===== src/rtl/fft_frame_ctrl.sv =====
// Frame sequencer for the FFT path: config handshake, capture trigger, result wait, frame counting.
// Define FFT_BEAT_CHECK_EN to add the result-beat length check and the len_err output.
module fft_frame_ctrl #(
    parameter int FFT_LEN     = 256,
    parameter int CFG_W       = 8,
    parameter int TIMEOUT_CYC = 65535,
    parameter int HOLDOFF_CYC = 16
) (
    input  logic             clk,
    input  logic             rst_n,
    input  logic             key_flag,
    input  logic             mode_cont,
    input  logic             fft_dir,
    output logic             i_axi4s_cfg_tvalid,
    output logic [CFG_W-1:0] i_axi4s_cfg_tdata,
    input  logic             i_axi4s_cfg_tready,
    output logic             cap_start,
    input  logic             cap_done,
    input  logic             o_axi4s_data_tvalid,
    input  logic             o_axi4s_data_tlast,
    output logic             busy,
    output logic             frame_done,
    output logic [15:0]      frame_cnt,
`ifdef FFT_BEAT_CHECK_EN
    output logic             len_err,
`endif
    output logic             err_timeout
);

    if (FFT_LEN < 1 || HOLDOFF_CYC < 1 || CFG_W < 2) begin : g_param_check
        $error("fft_frame_ctrl: FFT_LEN and HOLDOFF_CYC must be >= 1, CFG_W >= 2");
    end

    typedef enum logic [2:0] {IDLE, CFG, CAPTURE, WAIT_OUT, DONE, HOLD} state_t;

    state_t      state;
    logic        running;
    logic        cont;
    logic [15:0] tmr;
    logic        out_exit;
    logic        tmo_hit;
`ifdef FFT_BEAT_CHECK_EN
    logic [15:0] beat_cnt;
`endif

    assign out_exit = o_axi4s_data_tvalid & o_axi4s_data_tlast;
    // One timer serves both timed states and the holdoff; it is cleared on every entry.
    assign tmo_hit  = (TIMEOUT_CYC != 0) && (tmr == 16'(TIMEOUT_CYC - 1));
    assign busy     = (state != IDLE);

    always_ff @(posedge clk or negedge rst_n) begin
        if (!rst_n) begin
            state              <= IDLE;
            running            <= 1'b0;
            cont               <= 1'b0;
            tmr                <= '0;
            i_axi4s_cfg_tvalid <= 1'b0;
            i_axi4s_cfg_tdata  <= '0;
            cap_start          <= 1'b0;
            frame_done         <= 1'b0;
            frame_cnt          <= '0;
            err_timeout        <= 1'b0;
`ifdef FFT_BEAT_CHECK_EN
            beat_cnt           <= '0;
            len_err            <= 1'b0;
`endif
        end else begin
            cap_start  <= 1'b0;
            frame_done <= 1'b0;
            if (key_flag && state != IDLE)
                running <= 1'b0;

            case (state)
                IDLE: begin
                    if (key_flag) begin
                        running            <= 1'b1;
                        cont               <= mode_cont;
                        err_timeout        <= 1'b0;
`ifdef FFT_BEAT_CHECK_EN
                        len_err            <= 1'b0;
`endif
                        i_axi4s_cfg_tvalid <= 1'b1;
                        i_axi4s_cfg_tdata  <= {{(CFG_W-1){1'b0}}, fft_dir};
                        state              <= CFG;
                    end
                end
                CFG: begin
                    if (i_axi4s_cfg_tvalid && i_axi4s_cfg_tready) begin
                        i_axi4s_cfg_tvalid <= 1'b0;
                        cap_start          <= 1'b1;
                        tmr                <= '0;
                        state              <= CAPTURE;
                    end
                end
                CAPTURE: begin
                    if (cap_done) begin
                        tmr   <= '0;
`ifdef FFT_BEAT_CHECK_EN
                        beat_cnt <= '0;
`endif
                        state <= WAIT_OUT;
                    end else if (tmo_hit) begin
                        err_timeout <= 1'b1;
                        running     <= 1'b0;
                        state       <= IDLE;
                    end else begin
                        tmr <= tmr + 16'd1;
                    end
                end
                WAIT_OUT: begin
`ifdef FFT_BEAT_CHECK_EN
                    if (o_axi4s_data_tvalid)
                        beat_cnt <= beat_cnt + 16'd1;
                    if (out_exit && (beat_cnt + 16'd1 != 16'(FFT_LEN)))
                        len_err <= 1'b1;
`endif
                    if (out_exit) begin
                        frame_done <= 1'b1;
                        frame_cnt  <= frame_cnt + 16'd1;
                        state      <= DONE;
                    end else if (tmo_hit) begin
                        err_timeout <= 1'b1;
                        running     <= 1'b0;
                        state       <= IDLE;
                    end else begin
                        tmr <= tmr + 16'd1;
                    end
                end
                DONE: begin
                    // A stop pulse landing on this cycle must not let another frame start.
                    if (running && cont && !key_flag) begin
                        tmr   <= '0;
                        state <= HOLD;
                    end else begin
                        running <= 1'b0;
                        state   <= IDLE;
                    end
                end
                HOLD: begin
                    if (!running || key_flag) begin
                        running <= 1'b0;
                        state   <= IDLE;
                    end else if (tmr == 16'(HOLDOFF_CYC - 1)) begin
                        i_axi4s_cfg_tvalid <= 1'b1;
                        i_axi4s_cfg_tdata  <= {{(CFG_W-1){1'b0}}, fft_dir};
                        state              <= CFG;
                    end else begin
                        tmr <= tmr + 16'd1;
                    end
                end
                default: state <= IDLE;
            endcase
        end
    end

endmodule


===== config.mk =====
export PLATFORM = sky130hd
export DESIGN_NAME = fft_frame_ctrl
export DESIGN_NICKNAME = d
export VERILOG_FILES = /design/src/rtl/fft_frame_ctrl.sv
export SDC_FILE = /design/constraint.sdc
export NUM_CORES = 1
export LEC_CHECK = 0
export CORE_MARGIN = 5
export CORE_UTILIZATION = 44
export CTS_BUF_LIST = sky130_fd_sc_hd__clkbuf_8
export CTS_CLUSTER_SIZE = 24
export DETAILED_ROUTE_END_ITERATION = 12
export GPL_ROUTABILITY_DRIVEN = 0
export GPL_TIMING_DRIVEN = 0
export PLACE_DENSITY = 0.8
export SETUP_SLACK_MARGIN = 0.2
export SLEW_MARGIN = 40
export SYNTH_ARGS = -nofsm -noshare
export SYNTH_HDL_FRONTEND = slang
export SYNTH_SLANG_ARGS = --single-unit
export TNS_END_PERCENT = 10

===== constraint.sdc =====
create_clock -name clk -period 2.05 [get_ports clk]
set_input_delay 0.615 -clock clk [delete_from_list [all_inputs] [get_ports clk]]
set_output_delay 0.615 -clock clk [all_outputs]
set_load 0.005 [all_outputs]

Word level (Yosys, flattened, before mapping)

Index checks and enable logic that the tools add are counted.

$add $sub $neg: 2
Reductions and logical operators: 20
Multiplexer cells: 43
Bitwise operators: 1
Equality and inequality tests: 16

Operators with widths:

| operator              | count |
|---|---|
| $mux 16               | 7 |
| $pmux 16 s5           | 1 |
| $add 16x1->16 const B | 2 |
| $mux 3                | 8 |
| $mux 8                | 3 |
| $mux 1                | 19 |
| $pmux 3 s6            | 1 |
| $eq 16x16->1 const B  | 1 |
| $eq 16x4->1 const B   | 1 |
| $ne 2x2->1 const B    | 8 |
| $pmux 8 s2            | 1 |
| $reduce_bool 3->1     | 3 |
| $reduce_and 4->1      | 2 |
| $eq 3x2->1 const B    | 2 |
| $eq 3x3->1 const B    | 2 |
| $pmux 1 s3            | 2 |
| $reduce_and 6->1      | 1 |
| $pmux 1 s5            | 1 |
| $reduce_and 5->1      | 1 |
| $reduce_bool 5->1     | 1 |
| $logic_and 1x1->1     | 4 |
| $reduce_and 2->1      | 2 |
| $eq 3x1->1 const B    | 1 |
| $logic_not 3->1       | 1 |
| 6 further kinds       | 7 |

Output and inout port bits: 29
Input bits: 9
Flip-flop bits (word level): 49
Word-level logic and storage cells: 92

Longest topological paths before layout

Gate-level depths: netlist (run 1).

Depth after elaboration: 6
Depth in mapped cells: 9
Gate-level depth less buffers: 7

Worst setup path before layout (run 1)

Ideal clock, no wire load.

Kind: register to register
Start point: register tmr[0]
End point: register tmr[4]
Setup slack: 38 ps
Arrival: 1948 ps
Library setup time: 65 ps
Cell stages (with the launch flop): 10
Buffers on the path: 2
Period minus slack after synthesis: 2012 ps
Data required time: 1985 ps
Cell sequence: dfrtp_1 > inv_1 > ha_1 > nand4_1 > or4_1 > buf_2 > or2_0 > buf_2 > a31oi_1 > o22a_1

Word-level cells in the longest chain between the ends: 4
Elaborated cells on any way between the ends: 11
Classes of those cells: add/sub (1); eq/ne (3); mux (6); reduce/logical (1)

Ends and longest elaborated chain:

| element                                       | line          | text |
|---|---|---|
| from (decl)                                   | 39            | `logic [15:0] tmr;` |
| from (signal assigned)                        | 107           | `tmr <= tmr + 16'd1;` |
| from (signal assigned)                        | 126           | `tmr <= tmr + 16'd1;` |
| from (signal assigned)                        | 148           | `tmr <= tmr + 16'd1;` |
| $add 16x1->16 or $eq 16x16->1 (tied branches) | n/a           |  |
| $mux 16 (on tied branches)                    | 143, 102, 121 |  |
| $mux 16 (on tied branches)                    | 140, 117, 96  |  |
| $pmux 16 s5                                   | 73            | `case (state)` |

Several ways; a longest one is shown, not always the timed one. The select of a mux whose other input is x is not followed.
A chain may end at the register's enable or synchronous reset.

Worst setup path in the final report (run 1)

Same ends and word-level chain as after synthesis.

==> results of run 1 <==
## cell usage in the layout, fill, tap and decap left out, types with 4 or more instances in the layout
cell	count
dfrtp_1	41
buf_4	32
nand2_1	19
nor2_1	18
nand3_1	13
a21oi_1	12
xnor2_1	10
dlygate4sd2_1	10
clkdlybuf4s50_1	9
nand4_1	8
nor4_1	8
dlymetal6s2s_1	8
conb_1	7
buf_6	6
xor2_1	6
nor3_1	6
o22a_1	6
inv_1	5
and3_1	5
a31oi_1	5
clkbuf_8	5
o21ai_1	4
o32a_1	4
## layer usage
layer,global-route usage,vias up,part of all wire
met4,0.0643,0,0.021
met5,0,-,0
met1,0.234,1141,0.40
met2,0.295,125,0.50
li1,-,1070,-
met3,0.0475,23,0.077
## through the flow
stage | instance area, um^2 | setup slack [ps] | std cells
floorplan | 2400 | 67.7 | 260
global placement | 2790 | -700 | 360
detailed placement | 2790 | -842 | 360
CTS | 3090 | -52.0 | 379
global route | 3330 | -173 | 392
finish | 3330 | -83.9 | 392
## layout make-up
class                           instances  share of cell area
Clock buffer                            5              0.0206
Buffer                                 19              0.0477
Inverter                                6             0.00676
Clock inverter                          3             0.00526
Timing Repair Buffer                   53               0.143
Tap cell                               70              0.0263
Sequential cell                        42               0.316
Multi-Input combinational cell        194               0.435
## power by group
group | switching, mW | total, mW | internal [mW]
sequential | 0 | 0.828 | 0.828
clock | 0.291 | 0.526 | 0.235
combinational | 0.0330 | 0.0580 | 0.0250
total | 0.324 | 1.41 | 1.09
## logic make-up after synthesis
logic type	count (synthesis)	synth area share
compound gates	58	0.176
xor+xnor	16	0.0591
fa+ha+maj	3	0.0158
buf+inv	25	0.0559
flops	42	0.443
mux	3	0.0142
other cells	1	0.00158
simple gates	106	0.235
## registers in the layout, summed over array words and instances, names as in the netlist
register / cells
cap_start: 1
cont: 1
err_timeout: 1
frame_cnt: 16
frame_done: 1
i_axi4s_cfg_tdata: 1
i_axi4s_cfg_tvalid: 1
running: 1
state: 3
tmr: 16
## worst paths after layout
path	from	endpoint	slack, ps	cells past startpoint
max	tmr[0]	tmr[4]	-80	9
min	rst_n	tmr[2]	290	1
max reg2reg	tmr[0]	tmr[4]	-80	9
min reg2reg	frame_cnt[15]	frame_cnt[15]	480	1
max in group asynchronous	rst_n	tmr[12]	1360	1
min in group clk	frame_cnt[15]	frame_cnt[15]	480	1
## timing repair
action / CTS / global route
cloned: 0 / 3
resized for setup: 49 / 45
endpoints found under the setup margin: 35 / 38
pin swaps: 11 / 15
setup buffers: 11 / 10
## critical path: cells and delay by family, from the launching register on
| family | cells | cell delay (ps) |
|---|---|---|
| AO/OA/AOI/OAI | 2 | 300 |
| AND/OR/NAND/NOR | 3 | 830 |
| buffers and inverters | 3 | 410 |
| adder cells (fa/ha/maj) | 1 | 130 |
| flip-flops | 1 | 410 |
==> results by group, run 1 <==
Yosys
  • Post-Syn Area: between 0.002 and 0.0025 mm^2
  • Largest cells by area after synthesis: dfrtp_1, xnor2_1, nand2_1
  • Sequential share of the synthesized area: 0.443
  • Cell taking the most area after synthesis: dfrtp_1
  • Synth top area share: 0.443
  • Avg Cell Area, Syn: just over 9 um^2
  • EDFF count, synth: 0
  • Most common cell in the synthesized netlist: dfrtp_1
  • Yosys warning count: 0
  • Most frequent cells after synthesis: dfrtp_1, nand2_1, nor2_1
  • Mapped Cells: around 250
  • Synth async-reset ratio: 1.00
  • Primary FF master, synth: dfrtp_1
  • Register bit total from synthesis: 42
  • Synth unique cells: 48

Clock tree
  • Root Buffer: clkbuf_8
  • Hold buffers post-CTS: 0
  • H-tree depth: 2
  • Clock Tree Buf Depth: 2
  • Inserted Clock Buffers: 5
  • CTS tree: built
  • Reg clk slew, reported paths: approximately 80 ps
  • Clk sinks: 42
  • Skew-Pair Late Insertion Delay: ~300 ps

Drt
  • TritonRoute pass-1 iters: 5
  • DRT antenna net count: 0
  • Final WL: about 7000 um
  • DR vias/cell: 6.02
  • DR vias: around 2400
  • Final routed DRC violation total: 0
  • First-iteration detailed-routing DRC count: between 300 and 400
  • WL/cell: 17.5 um

Floorplanning
  • Die ar.: 0.00696 mm^2
  • IO Pins: 38
  • Die Y: 83.4 um
  • Starting Density: 0.459
  • Die Wd: 83.4 um
  • Core Footprint: 0.00517 mm^2
  • Row cnt: 26

STA
  • Setup TNS: -682 ps
  • Tcrit/Tclk final: 1.04
  • Worst-margin pin slew: about 540 ps
  • RSZ-0062 raised after global routing: yes
  • Slew HR: 0.640
  • Hold_ws: approximately 290 ps
  • Worst Skew: ~9 ps
  • Setup Viol. Count Final: 13
  • Period minus WS final: approximately 2100 ps
  • Min setup slack post-route: -83.9 ps
  • Max Slew Vio Count: 0
  • Achievable Freq: 0.469 GHz
  • Fin. Hold Viols: 0

Placed design
  • Hpwl dp: ~4100 um
  • IO Port Bufs: 30

Final layout
  • Layout cells sized above 1: 0.289
  • Nets: 333
  • Footprint of the multi-input gates: 0.00145 mm^2
  • Area Growth Syn to Fin: 40.5%
  • Filler cells: between 300 and 400
  • Final core occ: 0.644
  • Seq. cell area: about 0.0011 mm^2
  • Ant diodes: 0

Pwr
  • Peak supply drop: ~0.00036 V
  • PwrDens: around 420 mW/mm^2
  • Leakage: approximately 1.6 nW
  • Final Power: about 1.4 mW

Setup path
  • Crit start category: flip-flop
  • WP data required: 2290 ps
  • WP data arrival: around 2400 ps
  • Critical path class: flip-flop to flip-flop
  • Crit-path max cell delay: between 500 and 600 ps
  • Crit-path max FO: 7
  • Cell breakdown of the critical path: inv_2 > ha_4 > nand4_1 > or4_4 > buf_8 > or2_0 > buf_4 > a31oi_1 > o22a_1
  • Worst path slowest cell: or4_4
  • CP Capture Type: flip-flop

Global route
  • Vias in the first global route: between 2000 and 2500
  • Total GRT Usage: 0.182
  • Pin count of the biggest net entering global routing: 43
  • Global-route wire length before repair: 10700 um
  • GR Overflow Total: 0
  • Antenna violations before repair: 0

Outcome
  • Status: complete, but fails checks
  • Failing checks: negative setup slack

Worst hold path
  • Worst hold path class: primary input to async pin

Job
  • Maxcap violations: 0
Note: power is estimated with default switching activity, not from simulation.
==> run 2: changes to the inputs <==
CORE_UTILIZATION = 36   (was 44)
PLACE_DENSITY = 0.7   (was 0.8)
==> results by group, run 2 (synthesis results as in run 1) <==
Setup path
  • Worst r2r dst: tmr[5]
  • Most frequent cell on the critical path: buf_6
  • Crit-path max cell delay: 500 ps
  • WP data arrival: approximately 2400 ps
  • R2R depth: 8
  • Reg2Reg Setup Slack: -50 ps
  • Crit start category: flip-flop
  • Worst path slowest cell: or4_4
  • Reg2Reg Launch Point: tmr[1]
  • WP data required: about 2300 ps
  • Critical path class: flip-flop to flip-flop
  • Cell breakdown of the critical path: ha_2 > nand4_1 > or4_4 > buf_6 > or2_1 > buf_6 > a21oi_1 > o22a_1
  • CP Capture Type: flip-flop
  • Crit-path max FO: 6

STA
  • Achievable Freq: 0.476 GHz
  • Worst Skew: 3.47 ps
  • Min setup slack post-route: -50.9 ps
  • Period minus WS final: between 2000 and 2500 ps
  • Setup Viol. Count Final: 14
  • Setup TNS: -460 ps
  • Tcrit/Tclk final: 1.02
  • Max Slew Vio Count: 0
  • Fin. Hold Viols: 0
  • Slew HR: 0.596
  • Worst-margin pin slew: around 600 ps
  • RSZ-0062 raised after global routing: yes

Pwr
  • Clock power share: 0.435
  • Sequential power share: 0.528
  • Peak supply drop: about 0.00032 V
  • Leakage: between 1.5 and 2 nW
  • Comb pwr share: 0.037
  • Final Power: 1.57 mW
  • Sw Ratio: 0.221
  • Psw: ~350 uW
  • PwrDens: about 470 mW/mm^2
  • P_int: approximately 1.2 mW

Floorplanning
  • Die ar.: slightly above 0.008 mm^2
  • Die Y: about 91 um
  • Die Wd: approximately 91 um
  • Core Footprint: about 0.0064 mm^2
  • Starting Density: 0.371
  • IO Pins: 38
  • Row cnt: 29

Final layout
  • Ant diodes: 0
  • Final core occ: 0.523
  • Area Growth Syn to Fin: 40.7%
  • Layout cells sized above 1: 0.280
  • Post-Layout Cell Count: slightly below 400
  • Commonest non-fill, non-tap cells in the layout: dfrtp_1, buf_4, nand2_1
  • Commonest non-fill, non-tap cell in the layout: dfrtp_1
  • Nets: between 300 and 400
  • Filler cells: between 500 and 600
  • Top Registers: frame_cnt: 16 flops, tmr: 16 flops, state: 3 flops

Drt
  • Final routed DRC violation total: 0
  • DR vias: about 2300
  • Final WL: around 6500 um
  • TritonRoute pass-1 iters: 4
  • DRT antenna net count: 0
  • DR vias/cell: about 5.7
  • WL/cell: 16.5 um
  • First-iteration detailed-routing DRC count: around 230

Clock tree
  • H-tree depth: 2
  • Skew-Pair Late Insertion Delay: around 310 ps
  • CTS tree: built
  • Hold buffers post-CTS: 0
  • Clk sinks: 42
  • Clock Tree Buf Depth: 2
  • Reg clk slew, reported paths: 90 ps
  • Root Buffer: clkbuf_8
  • Inserted Clock Buffers: 5

Global route
  • GR Overflow Total: 0
  • Vias in the first global route: approximately 2200
  • Total GRT Usage: 0.152
  • Global-route wire length before repair: roughly 11000 um
  • Antenna violations before repair: 0
  • Pin count of the biggest net entering global routing: 31

Placed design
  • Worst slack, placed: -770 ps
  • Placed Instances: between 300 and 400
  • Hpwl dp: roughly 4300 um
  • IO Port Bufs: 30

Outcome
  • Status: complete, but fails checks
  • Failing checks: negative setup slack

Job
  • Maxcap violations: 0

Worst hold path
  • Worst hold path class: primary input to async pin
## run 2: cell count changes in the layout (fill, tap and decap cells not counted), sizes merged
cell           before  now
clkdlybuf4s50       9   11
buf                41   36
dlymetal6s2s        8    6
clkinv              2    1
dlygate4sd2        10   12
bufinv              0    1
o21ai               9    8
## run 2: metal layers
| layer | global-route usage | vias to the layer above | share of wire |
|---|---|---|---|
| met5 | 0 | - | 0 |
| met4 | 0.0501 | 0 | 0.011 |
| met2 | 0.252 | 73 | 0.51 |
| met1 | 0.196 | 1117 | 0.42 |
| met3 | 0.0364 | 10 | 0.064 |
| li1 | - | 1064 | - |
## run 2: stage by stage
step,instance area [um^2],hold WS (ps)
floorplan,2400,319
global placement,2800,463
detailed placement,2820,479
CTS,3110,147
global route,3340,150
finish,3340,146
## run 2: repair_timing
action                                  CTS  global route
setup buffers                            10             9
pin swaps                                15            18
endpoints found under the setup margin   39            40
resized for setup                        44            36
## run 2: critical path: cells and delay by family (launching register included)
family / cells / cell delay [ps]
AND/OR/NAND/NOR: 3 / 830
adder cells (fa/ha/maj): 1 / 200
flip-flops: 1 / 430
buffers and inverters: 2 / 300
AO/OA/AOI/OAI: 2 / 280
## run 2: worst max-delay path by stage
| stage | end | depth (start not counted) | from |
|---|---|---|---|
| floorplan | tmr[4] | 9 | tmr[0] |
| CTS | tmr[4] | 9 | tmr[0] |
| global placement | frame_cnt[12] | 1 | rst_n |
| global route | tmr[14] | 7 | tmr[1] |
| detailed placement | tmr[14] | 7 | key_flag |
| finish | tmr[5] | 8 | tmr[1] |
## run 2: final cells by class
type	instances	area, um^2	share of cell area
inverters	6	22.5	0.00675
repair buffers	50	460	0.138
clock buffers	5	68.8	0.0206
multi-input cells	193	1440	0.431
well taps	77	96.3	0.0289
plain buffers	19	156	0.0469
clock inverters	3	43.8	0.0131
flip-flops and latches	42	1050	0.315
## run 2: power by group through the flow
| stage | Sequential (mW) | Clock (mW) | Combinational (mW) |
|---|---|---|---|
| floorplan | 0.844 | 0 | 0.0175 |
| global route | 0.828 | 0.715 | 0.0662 |
| finish | 0.828 | 0.681 | 0.0582 |
| global placement | 0.844 | 0 | 0.0535 |
| detailed placement | 0.844 | 0 | 0.0577 |
| CTS | 0.828 | 0.687 | 0.0588 |
==> run 3: changes to the inputs <==
CTS_CLUSTER_DIAMETER = 40   (was unset)
==> results of run 3 <==
Final layout, timing and power as in run 2 (identical DEF).
